**src/rtl/mem_port_arbiter_if.sv**
```systemverilog
// Bundles the fetch, load/store and main-memory signals around the port arbiter.
// The master modport is the arbiter itself; slave is the requesters plus memory.
interface mem_port_arbiter_if;
   logic        if_req;
   logic [0:31] if_addr;
   logic [0:1]  if_acc_size;
   logic        if_grant;
   logic        if_valid;
   logic [0:31] if_rdata;

   logic        dm_req;
   logic        dm_wren;
   logic [0:31] dm_addr;
   logic [0:31] dm_wdata;
   logic [0:1]  dm_acc_size;
   logic        dm_grant;
   logic        dm_valid;
   logic [0:31] dm_rdata;

   logic [0:31] mem_addr;
   logic [0:31] mem_data_in;
   logic [0:1]  mem_acc_size;
   logic        mem_wren;
   logic        mem_enable;
   logic [0:31] mem_data_out;
   logic        mem_busy;

   modport master (
      input  if_req, if_addr, if_acc_size,
      input  dm_req, dm_wren, dm_addr, dm_wdata, dm_acc_size,
      input  mem_data_out, mem_busy,
      output if_grant, if_valid, if_rdata,
      output dm_grant, dm_valid, dm_rdata,
      output mem_addr, mem_data_in, mem_acc_size, mem_wren, mem_enable
   );

   modport slave (
      output if_req, if_addr, if_acc_size,
      output dm_req, dm_wren, dm_addr, dm_wdata, dm_acc_size,
      output mem_data_out, mem_busy,
      input  if_grant, if_valid, if_rdata,
      input  dm_grant, dm_valid, dm_rdata,
      input  mem_addr, mem_data_in, mem_acc_size, mem_wren, mem_enable
   );
endinterface

```
**src/rtl/mem_port_arbiter.sv**
```systemverilog
// Shares the single-word main-memory port between instruction fetch and load/store,
// issuing 1..16 beat bursts and forcing a fetch grant after STARVE_LIMIT data grants.
module mem_port_arbiter #(
   parameter logic [1:0] STARVE_LIMIT = 2'd3
) (
   input  logic               clk,
   input  logic               rst,
   mem_port_arbiter_if.master bus
);
   typedef enum logic [1:0] {IDLE, XFER, DRAIN} state_t;

   state_t      state_q;
   logic        owner_fetch_q;
   logic        rd_pending_q;
   logic        if_grant_q;
   logic        dm_grant_q;
   logic        mem_enable_q;
   logic        mem_wren_q;
   logic [1:0]  starve_q;
   logic [1:0]  starve_d;
   logic [3:0]  beat_q;
   logic [3:0]  last_q;
   logic [0:31] mem_addr_q;
   logic [0:31] mem_data_q;
   logic        grant_fetch;
   logic        grant_data;
   logic        accept;

   function automatic logic [3:0] burst_last(input logic [0:1] size);
      case (size)
         2'b00:   burst_last = 4'd0;
         2'b01:   burst_last = 4'd3;
         2'b10:   burst_last = 4'd7;
         default: burst_last = 4'd15;
      endcase
   endfunction

   always_comb begin
      grant_fetch = (state_q == IDLE) && bus.if_req &&
                    (!bus.dm_req || (starve_q == STARVE_LIMIT));
      grant_data  = (state_q == IDLE) && bus.dm_req && !grant_fetch;
      accept      = (state_q == XFER) && !bus.mem_busy;

      // Fetch waiting counts data grants; any cycle without a fetch request resets it.
      starve_d = starve_q;
      if (!bus.if_req || grant_fetch) begin
         starve_d = 2'd0;
      end else if (grant_data && (starve_q != 2'd3)) begin
         starve_d = starve_q + 2'd1;
      end
   end

   always_ff @(posedge clk or posedge rst) begin
      if (rst) begin
         state_q       <= IDLE;
         owner_fetch_q <= 1'b0;
         rd_pending_q  <= 1'b0;
         if_grant_q    <= 1'b0;
         dm_grant_q    <= 1'b0;
         mem_enable_q  <= 1'b0;
         mem_wren_q    <= 1'b0;
         starve_q      <= 2'd0;
         beat_q        <= 4'd0;
         last_q        <= 4'd0;
         mem_addr_q    <= '0;
         mem_data_q    <= '0;
      end else begin
         if_grant_q   <= grant_fetch;
         dm_grant_q   <= grant_data;
         starve_q     <= starve_d;
         rd_pending_q <= accept && !mem_wren_q;

         case (state_q)
            IDLE: begin
               beat_q <= 4'd0;
               if (grant_fetch) begin
                  owner_fetch_q <= 1'b1;
                  mem_addr_q    <= bus.if_addr;
                  mem_data_q    <= '0;
                  mem_wren_q    <= 1'b0;
                  last_q        <= burst_last(bus.if_acc_size);
                  mem_enable_q  <= 1'b1;
                  state_q       <= XFER;
               end else if (grant_data) begin
                  owner_fetch_q <= 1'b0;
                  mem_addr_q    <= bus.dm_addr;
                  mem_data_q    <= bus.dm_wdata;
                  mem_wren_q    <= bus.dm_wren;
                  last_q        <= bus.dm_wren ? 4'd0 : burst_last(bus.dm_acc_size);
                  mem_enable_q  <= 1'b1;
                  state_q       <= XFER;
               end
            end
            XFER: begin
               if (accept) begin
                  if (beat_q == last_q) begin
                     mem_enable_q <= 1'b0;
                     mem_wren_q   <= 1'b0;
                     state_q      <= mem_wren_q ? IDLE : DRAIN;
                  end else begin
                     beat_q     <= beat_q + 4'd1;
                     mem_addr_q <= mem_addr_q + 32'd4;
                  end
               end
            end
            DRAIN: begin
               state_q <= IDLE;
            end
            default: begin
               state_q <= IDLE;
            end
         endcase
      end
   end

   // Read data is steered straight from memory in the cycle after its beat was accepted.
   assign bus.if_grant     = if_grant_q;
   assign bus.dm_grant     = dm_grant_q;
   assign bus.if_valid     = rd_pending_q && owner_fetch_q;
   assign bus.dm_valid     = rd_pending_q && !owner_fetch_q;
   assign bus.if_rdata     = bus.if_valid ? bus.mem_data_out : '0;
   assign bus.dm_rdata     = bus.dm_valid ? bus.mem_data_out : '0;
   assign bus.mem_addr     = mem_addr_q;
   assign bus.mem_data_in  = mem_data_q;
   assign bus.mem_acc_size = 2'b00;
   assign bus.mem_wren     = mem_wren_q;
   assign bus.mem_enable   = mem_enable_q;
endmodule

```
**src/flat_wrapper.sv**
```systemverilog
// flat-port wrapper written by rule: the top's interface ports become plain ports
module mem_port_arbiter_flat 
#(
   parameter logic [1:0] STARVE_LIMIT = 2'd3
)
  (clk, rst, bus_if_req, bus_if_addr, bus_if_acc_size, bus_dm_req, bus_dm_wren, bus_dm_addr, bus_dm_wdata, bus_dm_acc_size, bus_mem_data_out, bus_mem_busy, bus_if_grant, bus_if_valid, bus_if_rdata, bus_dm_grant, bus_dm_valid, bus_dm_rdata, bus_mem_addr, bus_mem_data_in, bus_mem_acc_size, bus_mem_wren, bus_mem_enable);
  mem_port_arbiter_if bus_i ();
  input  logic clk;
  input  logic rst;
  input wire logic [$bits(bus_i.if_req)-1:0] bus_if_req;
  input wire logic [$bits(bus_i.if_addr)-1:0] bus_if_addr;
  input wire logic [$bits(bus_i.if_acc_size)-1:0] bus_if_acc_size;
  input wire logic [$bits(bus_i.dm_req)-1:0] bus_dm_req;
  input wire logic [$bits(bus_i.dm_wren)-1:0] bus_dm_wren;
  input wire logic [$bits(bus_i.dm_addr)-1:0] bus_dm_addr;
  input wire logic [$bits(bus_i.dm_wdata)-1:0] bus_dm_wdata;
  input wire logic [$bits(bus_i.dm_acc_size)-1:0] bus_dm_acc_size;
  input wire logic [$bits(bus_i.mem_data_out)-1:0] bus_mem_data_out;
  input wire logic [$bits(bus_i.mem_busy)-1:0] bus_mem_busy;
  output wire logic [$bits(bus_i.if_grant)-1:0] bus_if_grant;
  output wire logic [$bits(bus_i.if_valid)-1:0] bus_if_valid;
  output wire logic [$bits(bus_i.if_rdata)-1:0] bus_if_rdata;
  output wire logic [$bits(bus_i.dm_grant)-1:0] bus_dm_grant;
  output wire logic [$bits(bus_i.dm_valid)-1:0] bus_dm_valid;
  output wire logic [$bits(bus_i.dm_rdata)-1:0] bus_dm_rdata;
  output wire logic [$bits(bus_i.mem_addr)-1:0] bus_mem_addr;
  output wire logic [$bits(bus_i.mem_data_in)-1:0] bus_mem_data_in;
  output wire logic [$bits(bus_i.mem_acc_size)-1:0] bus_mem_acc_size;
  output wire logic [$bits(bus_i.mem_wren)-1:0] bus_mem_wren;
  output wire logic [$bits(bus_i.mem_enable)-1:0] bus_mem_enable;
  assign bus_i.if_req = bus_if_req;
  assign bus_i.if_addr = bus_if_addr;
  assign bus_i.if_acc_size = bus_if_acc_size;
  assign bus_i.dm_req = bus_dm_req;
  assign bus_i.dm_wren = bus_dm_wren;
  assign bus_i.dm_addr = bus_dm_addr;
  assign bus_i.dm_wdata = bus_dm_wdata;
  assign bus_i.dm_acc_size = bus_dm_acc_size;
  assign bus_i.mem_data_out = bus_mem_data_out;
  assign bus_i.mem_busy = bus_mem_busy;
  assign bus_if_grant = bus_i.if_grant;
  assign bus_if_valid = bus_i.if_valid;
  assign bus_if_rdata = bus_i.if_rdata;
  assign bus_dm_grant = bus_i.dm_grant;
  assign bus_dm_valid = bus_i.dm_valid;
  assign bus_dm_rdata = bus_i.dm_rdata;
  assign bus_mem_addr = bus_i.mem_addr;
  assign bus_mem_data_in = bus_i.mem_data_in;
  assign bus_mem_acc_size = bus_i.mem_acc_size;
  assign bus_mem_wren = bus_i.mem_wren;
  assign bus_mem_enable = bus_i.mem_enable;
  mem_port_arbiter #(.STARVE_LIMIT(STARVE_LIMIT)) u_core (.clk(clk), .rst(rst), .bus(bus_i));
endmodule
```
**config.mk**
```make
export PLATFORM = sky130hd
export DESIGN_NAME = mem_port_arbiter_flat
export DESIGN_NICKNAME = d
export VERILOG_FILES = /design/src/rtl/mem_port_arbiter_if.sv /design/src/rtl/mem_port_arbiter.sv /design/src/flat_wrapper.sv
export SDC_FILE = /design/constraint.sdc
export NUM_CORES = 1
export LEC_CHECK = 0
export ABC_AREA = 1
export CORE_UTILIZATION = 37
export DETAILED_ROUTE_END_ITERATION = 10
export PLACE_DENSITY = 0.84
export REMOVE_ABC_BUFFERS = 1
export SETUP_SLACK_MARGIN = 0.4
export SLEW_MARGIN = 20
export SYNTH_ARGS = -nofsm -noshare
export SYNTH_HDL_FRONTEND = slang
export SYNTH_SLANG_ARGS = --single-unit
```
**constraint.sdc**
```tcl
create_clock -name clk -period 2.7 [get_ports clk]
set_clock_uncertainty 0.05 [all_clocks]
set_input_delay 0.54 -clock clk [delete_from_list [all_inputs] [get_ports clk]]
set_output_delay 0.54 -clock clk [all_outputs]
set_load 0.01 [all_outputs]
```
==> summary.txt <==
Outcome
  • Status: complete, no violations

Clock tree
  • Longest Clk Path Bufs: 2
  • Count of hold-fix buffers inserted at cts: 0
  • H-tree depth: 3
  • CTS tree: done
  • CTS Sinks: 81
  • CTS buffer count: 9
  • Clk slew on worst S/H paths: 0.06 ns
  • Clk root buf: clkbuf_16
  • Later-pin clock latency in the skew report: roughly 0.34 ns

Layout
  • Layout cells sized above 1: 4.74%
  • Ant diodes: 0
  • Final Net Count: between 1000 and 1500
  • Final core utilization: 61.3%
  • Area delta synth->final: 61.0%
  • Cell area after layout: 0.00854 mm2

Critical path
  • CP most frequent cell: clkdlybuf4s50_1
  • Worst setup path start: bus_mem_data_out[13]
  • CP endpoint kind: primary output
  • Worst-path cell chain: clkdlybuf4s50_1 -> inv_1 -> nor2_1 -> clkdlybuf4s50_1
  • Crit path DAT: 1.70 ns
  • Register-to-Register Setup Slack: 0.89 ns
  • Max stage delay cell, worst path: clkdlybuf4s50_1
  • CP Buf/Inv Count: 3
  • Worst Path Required: roughly 2.1 ns
  • Critical path fanouts, max: 2
  • Critical path type: in2out
  • Crit path launch type: input pin
  • CP delay by family, top: buffers and inverters
  • Reg-to-reg startpoint: u_core.state_q[1]$_DFFE_PP0P_
  • Slowest stage delay, CP: roughly 0.55 ns

Die
  • Core area: 0.0139 mm2
  • Rows: 43
  • Die Area: 0.0148 mm2
  • Die X: 122 um
  • Starting density of the core: 38.1%
  • Io pins: 274
  • Chip Height: 122 um

GRT
  • Gr ovfl total: 0
  • Vias in the first global route: 5619
  • Initial antenna violation count: 0
  • Largest net degree at the start of global routing: between 40 and 50
  • Total Routing Usage GR: 22.9%
  • First-pass GRT wire length: 26900 um

Power and ir drop
  • Worst VDD drop: 567 uV
  • Tot Pwr: 7.96 mW
  • Power Dens Cells: 933 mW/mm2
  • P_leak: 4.86 nW

Yosys
  • Register area share after synthesis: about two fifths
  • Cell area after synthesis: 0.00530 mm2
  • Post-synth top flop: dfrtp_1
  • Number of flops mapped to enable cells by yosys: 0
  • Syn_area_per_cell: 6.36 um2
  • Yosys warning total: 0
  • Async SR Flop Fraction: 100%
  • Top cell type's share of synthesized area: between 30% and 40%
  • Synthesized flop and latch total: slightly above 80
  • Cell variety after synth: 31
  • Synth top area cells: dfrtp_1, nand2_1, nor2_1, inv_1, nand3_1
  • Post-synth top area cell: dfrtp_1
  • Post-Syn Instances: 834

Timing
  • Achievable Freq: 0.436 GHz
  • RSZ-0062 raised after global routing: true
  • Worst slew margin: 56.3%
  • Pins over their slew limit: 0
  • Tcrit/Tclk final: a little over four fifths
  • Setup TNS after final layout: 0 ns
  • Setup Viol. Count Final: 0
  • Worst-margin pin slew: 0.655 ns
  • Endpoints failing hold: 0
  • Period minus WS final: 2.29 ns

Routing
  • Final WL: 17100 um
  • Iter 0 DRT Violations: 443
  • Via density: 4.68
  • Via Count: 5976
  • Drt drc: 0
  • DR WL/cell: about 13 um
  • DRT antenna net count: 0
  • Drt pass-1 iters: 5

Place
  • Gpl congestion: 0.871
  • I/O Buffers: between 200 and 300
  • Detail Placement HPWL: between 10000 and 15000 um
  • Placement Cell Area: 0.00817 mm2

Flow run
  • Max-cap viol count: 0

Min path
  • Path type of the worst min-delay path: in2async
## cell type report
type                            instances  area (um2)
Clock buffer                           10         229
Clock inverter                          6        51.3
Fill cell                            1266        5400
Inverter                              100         377
Multi-Input combinational cell        615        2690
Sequential cell                        81        2030
Tap cell                              180         225
Timing Repair Buffer                  286        2930
## final timing paths
path,to,cells after the start
setup / recovery,bus_if_rdata[13],4
hold / removal,u_core.bus.mem_addr[30]$_DFFE_PP0P_,2
setup reg to reg,u_core.bus.mem_addr[30]$_DFFE_PP0P_,8
hold reg to reg,u_core.bus.mem_data_in[27]$_DFFE_PP0P_,2
max in group asynchronous,u_core.bus.mem_addr[28]$_DFFE_PP0P_,3
min in group clk,u_core.bus.mem_data_in[27]$_DFFE_PP0P_,2
## power by group
group	switching [mW]	leakage, nW	total, mW	internal, mW
Sequential	0.507	0.999	2.29	1.78
Clock	0.520	0.134	1.15	0.634
Combinational	2.43	3.73	4.52	2.09
## cells in the mapped netlist, types with 4 or more instances
master,n
inv_1,95
a21boi_1,12
o21ai_1,22
inv_2,5
buf_4,12
buf_2,16
nand2_1,278
nor2_1,161
nor2_2,4
a21oi_1,11
o21ai_0,26
dfrtp_1,81
clkbuf_1,9
xor2_1,6
nor2_4,4
nand3_1,68
## cells in the final DEF, fill, tap and decap left out, drive strengths merged, types with 15 or more instances in the layout
cell,Yosys,layout
clkdlybuf4s50,0,212
nor2,169,169
dfrtp,81,81
dlygate4sd2,0,27
nand3,71,71
o21ai,48,48
nand2,280,280
dlymetal6s2s,0,32
buf,30,15
inv,100,101
## flip-flops by register name, indices dropped and copies added, names as in the netlist
signal	flops
u_core.bus.mem_data_in	32
u_core.bus.mem_wren	1
u_core.bus.if_grant	1
u_core.state_q	2
u_core.owner_fetch_q	1
u_core.bus.mem_addr	32
u_core.rd_pending_q	1
u_core.last_q	3
u_core.bus.mem_enable	1
u_core.bus.dm_grant	1
u_core.beat_q	4
u_core.starve_q	2
## logic make-up after synthesis
group	after synthesis	synth area share [%]
fa+ha+maj	3	0.708
compound gates	77	8.07
simple gates	525	40.3
xor+xnor	8	1.32
flops	81	38.2
other cells	1	0.0707
buf+inv	139	11.3
## per-layer routing
layer | vias to the layer above | GRT usage (%) | wire length [um]
met1 | 2703 | 28.5 | 7340
met2 | 182 | 39.5 | 8390
li1 | 3068 | - | -
met4 | 0 | 6.40 | 287
met3 | 23 | 5.29 | 1050
met5 | - | 0 | 0
## repair_timing
item	4_1_cts	5_1_grt
pin swaps	0	1
setup endpoints to repair	65	39
buffers inserted	0	1
resized for setup	29	35
cloned	0	0
## through the flow
step | hold slack (ns) | setup slack [ns] | cells
6_report | 0.420 | 0.407 | 1278
5_1_grt | 0.437 | 0.325 | 1278
4_1_cts | 0.423 | 0.294 | 1277
3_5_place_dp | 0.416 | 0.316 | 1261
3_3_place_gp | 0.411 | 0.309 | 1261
2_1_floorplan | 0.407 | -0.206 | 796
No activity file was read; power rests on OpenSTA's default activity.
